==> src/rtl/bullet_pkg.sv <==
// Shared types and constants for the bullet line renderer.
// BULLET_OUTLINE_EN adds an edge_row flag so bullets draw as outlines.
package bullet_pkg;

    localparam int NUM_SLOTS_DEF = 8;
    localparam int COORD_W_DEF   = 8;
    localparam int COLOR_W_DEF   = 3;

    localparam int POS_X_HI  = 15;
    localparam int POS_X_LO  = 8;
    localparam int POS_Y_HI  = 7;
    localparam int POS_Y_LO  = 0;
    localparam int SIZE_W_HI = 15;
    localparam int SIZE_W_LO = 8;
    localparam int SIZE_H_HI = 7;
    localparam int SIZE_H_LO = 0;

    typedef struct packed {
        logic                   valid;
        logic [COORD_W_DEF-1:0] x_start;
        logic [COORD_W_DEF:0]   x_end;
        logic [COLOR_W_DEF-1:0] color;
`ifdef BULLET_OUTLINE_EN
        logic                   edge_row;
`endif
    } span_t;

    typedef enum logic [1:0] {
        IDLE,
        FETCH,
        READY
    } state_t;

endpackage

==> src/rtl/bullet_line_renderer_if.sv <==
// Dual combinational read port into the bullet attribute table.
// The renderer drives indices; the table answers in the same cycle.
interface bullet_line_renderer_if #(
    parameter int COLOR_W = 3
);
    logic [2:0]         index1;
    logic [2:0]         index2;
    logic [15:0]        position1;
    logic [15:0]        size1;
    logic [COLOR_W-1:0] color1;
    logic               isRender1;
    logic [15:0]        position2;
    logic [15:0]        size2;
    logic [COLOR_W-1:0] color2;
    logic               isRender2;

    modport master (
        output index1, index2,
        input  position1, size1, color1, isRender1,
        input  position2, size2, color2, isRender2
    );

    modport slave (
        input  index1, index2,
        output position1, size1, color1, isRender1,
        output position2, size2, color2, isRender2
    );
endinterface

==> src/rtl/bullet_span_check.sv <==
// Tests one table slot against the current line and forms its span.
// Sums are one bit wider than coordinates so edges never wrap.
module bullet_span_check
    import bullet_pkg::*;
(
    input  logic [COORD_W_DEF-1:0] line_y,
    input  logic [15:0]            position,
    input  logic [15:0]            size,
    input  logic [COLOR_W_DEF-1:0] color,
    input  logic                   is_render,
    output span_t                  span
);
    logic [COORD_W_DEF-1:0] x;
    logic [COORD_W_DEF-1:0] y;
    logic [COORD_W_DEF-1:0] w;
    logic [COORD_W_DEF-1:0] h;
    logic [COORD_W_DEF:0]   y_end;

    assign x     = position[POS_X_HI:POS_X_LO];
    assign y     = position[POS_Y_HI:POS_Y_LO];
    assign w     = size[SIZE_W_HI:SIZE_W_LO];
    assign h     = size[SIZE_H_HI:SIZE_H_LO];
    assign y_end = {1'b0, y} + {1'b0, h};

    always_comb begin
        span         = '0;
        span.valid   = is_render && (y <= line_y)
                       && ({1'b0, line_y} < y_end);
        span.x_start = x;
        span.x_end   = {1'b0, x} + {1'b0, w};
        span.color   = color;
`ifdef BULLET_OUTLINE_EN
        span.edge_row = (line_y == y)
                        || ({1'b0, line_y} == y_end - 1'b1);
`endif
    end
endmodule

==> src/rtl/bullet_line_renderer.sv <==
// Per-scanline bullet span builder and pixel hit/colour responder.
// BULLET_OUTLINE_EN: hits only on the 1-pixel border of each bullet.
module bullet_line_renderer
    import bullet_pkg::*;
#(
    parameter int NUM_SLOTS = NUM_SLOTS_DEF,
    parameter int COORD_W   = COORD_W_DEF,
    parameter int COLOR_W   = COLOR_W_DEF
) (
    input  logic               clk,
    input  logic               rst_n,
    input  logic               line_start,
    input  logic [COORD_W-1:0] line_y,
    input  logic               pixel_valid,
    input  logic [COORD_W-1:0] pixel_x,
    bullet_line_renderer_if.master tbl,
    output logic               line_ready,
    output logic               pixel_hit,
    output logic [COLOR_W-1:0] pixel_color
);
    localparam int PAIRS = NUM_SLOTS / 2;
    localparam int KW    = (PAIRS > 1) ? $clog2(PAIRS) : 1;

    state_t             state;
    state_t             state_nx;
    logic [KW-1:0]      k;
    logic [KW-1:0]      k_nx;
    logic [COORD_W-1:0] ly;
    span_t              spans [NUM_SLOTS];
    span_t              s1;
    span_t              s2;
    logic               q_hit;
    logic [COLOR_W-1:0] q_color;

    bullet_span_check u_chk1 (
        .line_y    (ly),
        .position  (tbl.position1),
        .size      (tbl.size1),
        .color     (tbl.color1),
        .is_render (tbl.isRender1),
        .span      (s1)
    );

    bullet_span_check u_chk2 (
        .line_y    (ly),
        .position  (tbl.position2),
        .size      (tbl.size2),
        .color     (tbl.color2),
        .is_render (tbl.isRender2),
        .span      (s2)
    );

    always_ff @(posedge clk) begin
        if (!rst_n) begin
            state <= IDLE;
            k     <= '0;
            ly    <= '0;
        end else begin
            state <= state_nx;
            k     <= k_nx;
            if (line_start) ly <= line_y;
        end
    end

    // A new line pulse wins over everything, including a fetch in flight.
    always_comb begin
        state_nx = state;
        k_nx     = k;
        if (line_start) begin
            state_nx = FETCH;
            k_nx     = '0;
        end else begin
            case (state)
                FETCH: begin
                    if (k == KW'(PAIRS - 1)) state_nx = READY;
                    else k_nx = k + 1'b1;
                end
                default: ;
            endcase
        end
    end

    assign line_ready = (state == READY);
    assign tbl.index1 = (state == FETCH) ? 3'({k, 1'b0}) : 3'd0;
    assign tbl.index2 = (state == FETCH) ? 3'({k, 1'b1}) : 3'd0;

    always_ff @(posedge clk) begin
        if (!rst_n || line_start) begin
            for (int i = 0; i < NUM_SLOTS; i++) spans[i].valid <= 1'b0;
        end else if (state == FETCH) begin
            spans[{k, 1'b0}] <= s1;
            spans[{k, 1'b1}] <= s2;
        end
    end

    // Descending scan so the lowest matching slot is the final writer.
    always_comb begin
        q_hit   = 1'b0;
        q_color = '0;
        for (int i = NUM_SLOTS - 1; i >= 0; i--) begin
            if (spans[i].valid && (spans[i].x_start <= pixel_x)
                && ({1'b0, pixel_x} < spans[i].x_end)
`ifdef BULLET_OUTLINE_EN
                && (spans[i].edge_row || (pixel_x == spans[i].x_start)
                    || ({1'b0, pixel_x} == spans[i].x_end - 1'b1))
`endif
            ) begin
                q_hit   = 1'b1;
                q_color = spans[i].color;
            end
        end
    end

    always_ff @(posedge clk) begin
        if (!rst_n) begin
            pixel_hit   <= 1'b0;
            pixel_color <= '0;
        end else if (pixel_valid && (state == READY) && q_hit) begin
            pixel_hit   <= 1'b1;
            pixel_color <= q_color;
        end else begin
            pixel_hit   <= 1'b0;
            pixel_color <= '0;
        end
    end
endmodule

==> src/flat_wrapper.sv <==
// flat-port wrapper written by rule: the top's interface ports become plain ports
module bullet_line_renderer_flat import bullet_pkg::*;
#(
    parameter int NUM_SLOTS = NUM_SLOTS_DEF,
    parameter int COORD_W   = COORD_W_DEF,
    parameter int COLOR_W   = COLOR_W_DEF
)
  (clk, rst_n, line_start, line_y, pixel_valid, pixel_x, line_ready, pixel_hit, pixel_color, tbl_index1, tbl_index2, tbl_position1, tbl_size1, tbl_color1, tbl_isRender1, tbl_position2, tbl_size2, tbl_color2, tbl_isRender2);
  bullet_line_renderer_if #(.COLOR_W(COLOR_W)) tbl_i ();
  input  logic clk;
  input  logic rst_n;
  input  logic line_start;
  input  logic [COORD_W-1:0] line_y;
  input  logic pixel_valid;
  input  logic [COORD_W-1:0] pixel_x;
  output logic line_ready;
  output logic pixel_hit;
  output logic [COLOR_W-1:0] pixel_color;
  output wire logic [$bits(tbl_i.index1)-1:0] tbl_index1;
  output wire logic [$bits(tbl_i.index2)-1:0] tbl_index2;
  input wire logic [$bits(tbl_i.position1)-1:0] tbl_position1;
  input wire logic [$bits(tbl_i.size1)-1:0] tbl_size1;
  input wire logic [$bits(tbl_i.color1)-1:0] tbl_color1;
  input wire logic [$bits(tbl_i.isRender1)-1:0] tbl_isRender1;
  input wire logic [$bits(tbl_i.position2)-1:0] tbl_position2;
  input wire logic [$bits(tbl_i.size2)-1:0] tbl_size2;
  input wire logic [$bits(tbl_i.color2)-1:0] tbl_color2;
  input wire logic [$bits(tbl_i.isRender2)-1:0] tbl_isRender2;
  assign tbl_index1 = tbl_i.index1;
  assign tbl_index2 = tbl_i.index2;
  assign tbl_i.position1 = tbl_position1;
  assign tbl_i.size1 = tbl_size1;
  assign tbl_i.color1 = tbl_color1;
  assign tbl_i.isRender1 = tbl_isRender1;
  assign tbl_i.position2 = tbl_position2;
  assign tbl_i.size2 = tbl_size2;
  assign tbl_i.color2 = tbl_color2;
  assign tbl_i.isRender2 = tbl_isRender2;
  bullet_line_renderer #(.NUM_SLOTS(NUM_SLOTS), .COORD_W(COORD_W), .COLOR_W(COLOR_W)) u_core (.clk(clk), .rst_n(rst_n), .line_start(line_start), .line_y(line_y), .pixel_valid(pixel_valid), .pixel_x(pixel_x), .tbl(tbl_i), .line_ready(line_ready), .pixel_hit(pixel_hit), .pixel_color(pixel_color));
endmodule
==> config.mk <==
export PLATFORM = sky130hd
export DESIGN_NAME = bullet_line_renderer_flat
export DESIGN_NICKNAME = d
export VERILOG_FILES = /design/src/rtl/bullet_pkg.sv /design/src/rtl/bullet_line_renderer_if.sv /design/src/rtl/bullet_span_check.sv /design/src/rtl/bullet_line_renderer.sv /design/src/flat_wrapper.sv
export SDC_FILE = /design/constraint.sdc
export NUM_CORES = 1
export LEC_CHECK = 0
export BUFFER_PORTS_ARGS = -buffer_cell sky130_fd_sc_hd__buf_2
export CELL_PAD_IN_SITES_DETAIL_PLACEMENT = 0
export CELL_PAD_IN_SITES_GLOBAL_PLACEMENT = 1
export CORE_MARGIN = 1.5
export CORE_UTILIZATION = 44
export DETAILED_ROUTE_END_ITERATION = 6
export PLACE_DENSITY_LB_ADDON = 0.15
export SYNTH_ARGS = -nofsm -noshare
export SYNTH_HDL_FRONTEND = slang
export SYNTH_SLANG_ARGS = --single-unit
export TNS_END_PERCENT = 50
==> constraint.sdc <==
create_clock -name clk -period 3 [get_ports clk]
set_clock_uncertainty 0.05 [all_clocks]
set_input_delay 0.3 -clock clk [delete_from_list [all_inputs] [get_ports clk]]
set_output_delay 0.3 -clock clk [all_outputs]
set_load 0.1 [all_outputs]
Word level (Yosys, flattened, before mapping)

Memory sizes are Yosys's and may differ from the RTL's.
Index checks and enable logic that the tools add are counted.
W data, S select, Z words.

Flip-flop bits (word level): 16
RAM bits: 168
Word-level logic and storage cells: 103
Memories kept: 1
Output and inout port bits: 11
Bits of input ports: 92

Memory list:

| name         | words | width | read ports | clocked after Yosys merged registers in | wr ports | RTL line                   | text |
|---|---|---|---|---|---|---|---|
| u_core.spans | 8     | 21    | 8          | 0                                       | 8        | bullet_line_renderer.sv:29 | `span_t spans [NUM_SLOTS];` |

Bitwise logic cells: 2
Multiplexer cells: 33
$add $sub $neg: 5
Eq/ne operators: 3
Reductions and logical operators: 33
Order comparisons: 20

Operator list:

| cell                  | number |
|---|---|
| $lt A8 B9 Y1          | 10 |
| $le A8 B8 Y1          | 10 |
| $mux W21              | 2 |
| $reduce_or A21 Y1     | 2 |
| $add A8 B8 Y9         | 4 |
| $mux W3               | 12 |
| $logic_and A1 B1 Y1   | 22 |
| $mux W1               | 17 |
| $reduce_and A2 Y1     | 4 |
| $eq A2 B2 Y1 const B  | 2 |
| $mux W2               | 2 |
| $reduce_bool A2 Y1    | 2 |
| $add A2 B1 Y2 const B | 1 |
| $eq A2 B1 Y1 const B  | 1 |
| $not A1 Y1            | 2 |
| $reduce_or A2 Y1      | 1 |
| $logic_not A1 Y1      | 1 |
| $logic_or A1 B1 Y1    | 1 |

Longest topological paths before layout

An unclocked memory read counts as a cell.

Depth after elaboration: 14
Depth in mapped cells: 13
Depth with buffers taken out: 13

Hierarchy

Synthesis repeated with hierarchy kept, for this count alone.

Cells, all modules: 947
Area total of the unflattened synthesis: 11165.7 µm²

Modules (own cells, without submodules):

| module               | sequential area each (µm²) | cells each | area an instance (µm²) | times used |
|---|---|---|---|---|
| bullet_line_renderer | 5365.1                     | 665        | 8961.1                 | 1 |
| bullet_span_check    | 0.0                        | 141        | 1102.3                 | 2 |

Worst setup path before layout

No wires, ideal clock.

Path type: input -> register
Start point: input port tbl_size2[0]
End point: memory u_core.spans[0][41] in the netlist's numbering, data pin
Arrival: 2.574 ns
Setup slack: 0.111 ns
Required time: 2.686 ns
Library setup time: 0.264 ns
Path buffers: 0
Stages on the path: 12
Path through: ha_1 -> fa_1 -> a21o_1 -> a21oi_1 -> o21bai_1 -> a21oi_1 -> xor2_1 -> ha_1 -> o211ai_1 -> o31a_1 -> o211ai_1 -> nor2_1

RTL lines:

| what               | RTL line                   | text |
|---|---|---|
| start: declaration | flat_wrapper.sv:26         | `input wire logic [$bits(tbl_i.size2)-1:0] tbl_size2;` |
| end: declaration   | bullet_line_renderer.sv:29 |  |

==> flow_summary.toml <==
[cells_and_area]
drive_gt1_share_pct = 17.2
areaGrowthSynthToFinish_pct = 17.2
fin_cells = 1385
finish.utilization_pct = 52.4
fin_nets = 1330
fillers = 2143
fin_area_sq_um = 12700
antennaDiodeCount = 0

[setup_path]
cp.required_ns = 3.13
crit_chain = "buf_2 -> ha_1 -> fa_1 -> a21o_1 -> a21oi_1 -> o21bai_1 -> a21oi_1 -> xor2_1 -> ha_1 -> o211ai_1 -> o31a_1 -> o211ai_1 -> buf_4 -> nor2_1"
arrival_ns = 2.89
critPathBufInv = 2
path_max_fanout = 4
crit_path_end_kind = "register"
cp_top_family = "compound AO/OA/AOI/OAI gates"
crit_type = "in2reg"
r2r_start = "u_core.spans[1][26]"
cpPeakStageDelay_ns = 0.41
startpoint_type = "input pin"
rrSetupSlack_ns = 0.32
r2r_end = "u_core.pixel_hit"
cp_slowest_cell = "fa_1"
worstRegToRegCells = 9

[logic_synthesis]
synth_top_cells_by_area = "edfxtp_1 (47%), ha_1 (22%), inv_1 (4.1%)"
synthArstFlopShare_pct = 0
synth_edf_count = 168
ys_seq_area_share_pct = 49.6
synth_top_area_share_pct = 46.7
synth.yosys.warnings = 0
synth_cell_types = 62
synth_nets = 1179
yosys.area.top_type = "edfxtp_1"
syn_inst = 897
synth_area_sq_um = 10800
ys.flop_type = "edfxtp_1"
ys_seq_elements = 184
avgSynthCellArea_sq_um = 12.1

[sta]
clock.fmax_ghz = 0.363
finalMaxSlewViolations = 0
final_hold_viol_count = 0
worst_pin_slew_ns = 0.660
finalCriticalPeriod_ns = 2.76
slew_headroom_pct = 55.7
holdWs_ns = 0.0363
period_share_pct = 91.9
rsz0062_at_grt = "no"
setup_viol = 0

[place]
finalWeightedCongestion = 0.777
dpl_cell_area_sq_um = 12000
placed_cells = 1353
port_buffers = 101
hpwl_mm = 19.2

[floorplan]
ios = 103
dieArea_sq_um = 25500
fp.dieW_microns = 160
rows = 57
start_util_pct = 44.7
fp.dieH_microns = 160
coreArea_sq_um = 24200

[run_status]
outcome = "finished, final reports clean"

[pwr]
powerDensity_nw_per_um2 = 486
leakage_uw = 0.00556
ir_drop_mv = 0.411

[grt]
first_global_vias = 7326
grt_max_degree = 35
antenna_found_initial = 0
grt_pass1_wl_mm = 39.2
gr-total-overflow = 0
grt_use_total_pct = 20.2

[worst_hold_path]
min_from = "tbl_color2[2]"
min_path_type = "in2reg"
holdPathEnd = "u_core.spans[1][23]"
hold-path-cell-count = 1

[cts]
clkTransAtPathRegs_ns = 0.08
cts_buffers = 17
cts_setup_buffers = 0
cts_tree = "yes"
cts.hold.buffers_added = 0
htreeDepth = 4
clk_latency_ns = 0.43
numClockSinks = 184
cts_resized = 0
cts_buffer_depth = 2
clockRootBuffer = "clkbuf_16"

[route]
route.antenna.remaining_nets = 0
dr.pass1.iters = 4
wire_per_inst_microns = 17.8
drtIter0Drc = 347
routed_wl_mm = 24.6
drc = 0
num_vias = 7257
via_per_inst = 5.24

[job]
max_cap_violations = 0
final cells by class:
| class | instances | area [sq um] | share of cell area (%) |
|---|---|---|---|
| Tap cell | 324 | 405 | 3.20 |
| Sequential cell | 184 | 5370 | 42.3 |
| Clock inverter | 15 | 224 | 1.77 |
| Multi-Input combinational cell | 591 | 4970 | 39.3 |
| Clock buffer | 17 | 425 | 3.36 |
| Inverter | 117 | 439 | 3.47 |
| Timing Repair Buffer | 137 | 838 | 6.62 |
power breakdown:
group / total [uW] / switching (uW) / internal, uW / leakage, uW
clock network: 2410 / 1110 / 1300 / 0.000316
registers: 2890 / 21.9 / 2870 / 0.00166
logic: 855 / 494 / 361 / 0.00358
total: 6160 / 1630 / 4530 / 0.00556
per-layer routing:
layer,vias up,track usage (%),share of wire (%)
li1,3632,-,-
met1,3491,27.4,48
met2,122,34.4,48
met3,12,3.32,3.5
met4,0,3.90,0.57
met5,-,0,0
registers in the layout, indices dropped and copies added (netlist names):
| signal | flops |
|---|---|
| u_core.spans | 168 |
| u_core.ly | 8 |
| u_core.pixel_color | 3 |
| u_core.k | 2 |
| u_core.state | 2 |
| u_core.pixel_hit | 1 |
metrics by stage:
step	TNS (ns)	setup slack (ns)	power (uW)
floorplan	0	0.111	3470
finish	0	0.244	6160
detailed placement	-1.25	-0.165	3810
global placement	-0.943	-0.136	3800
CTS	0	0.289	6230
global route	0	0.0603	6420
synth_stat cells, types with 8 or more instances:
cell type    n
a21o_1      23
a21oi_1     56
dfxtp_1     16
edfxtp_1   168
ha_1       186
inv_1      117
mux2i_1      8
nand2_1     30
nand2b_1    17
nand3_1     25
nand4_1     13
nor2_1      37
nor2b_1     24
o21a_1       8
o21ai_0     30
xnor2_1     17
cell usage in the layout, fill, tap and decap left out, drive strengths merged, types with 7 or more instances in the layout:
cell type	count
xnor2	17
clkinv	9
nand2b	17
o211ai	7
o21a	9
nor3	7
o21ai	32
dfxtp	16
edfxtp	168
inv	121
a21o	23
ha	186
nor2	37
mux2i	8
clkbuf	17
a31oi	8
nor2b	24
nand4	13
a21oi	56
nand3	25
o21bai	7
buf	137
nand2	30
cells by family (layout without fill, tap and decap cells):
| group | Yosys count | in the layout | synth area share (%) |
|---|---|---|---|
| other | 1 | 1 | 0.0347 |
| buffers and inverters | 122 | 286 | 4.34 |
| multiplexers | 8 | 8 | 0.741 |
| flip-flops | 184 | 184 | 49.6 |
| adder cells (fa/ha/maj) | 190 | 190 | 22.3 |
| AND/OR/NAND/NOR | 178 | 178 | 8.87 |
| AO/OA/AOI/OAI | 191 | 191 | 12.2 |
| XOR/XNOR | 23 | 23 | 1.86 |
worst max path at each step:
| stage | from | end | cells after the start |
|---|---|---|---|
| floorplan | tbl_size2[0] | u_core.spans[0][41] | 12 |
| global placement | tbl_size1[0] | u_core.spans[3][20] | 14 |
| detailed placement | tbl_size1[0] | u_core.spans[3][20] | 14 |
| CTS | tbl_size1[0] | u_core.spans[3][20] | 14 |
| global route | tbl_position1[0] | u_core.spans[0][20] | 15 |
| finish | tbl_size1[0] | u_core.spans[3][20] | 14 |
No activity file was read; power rests on OpenSTA's default activity.
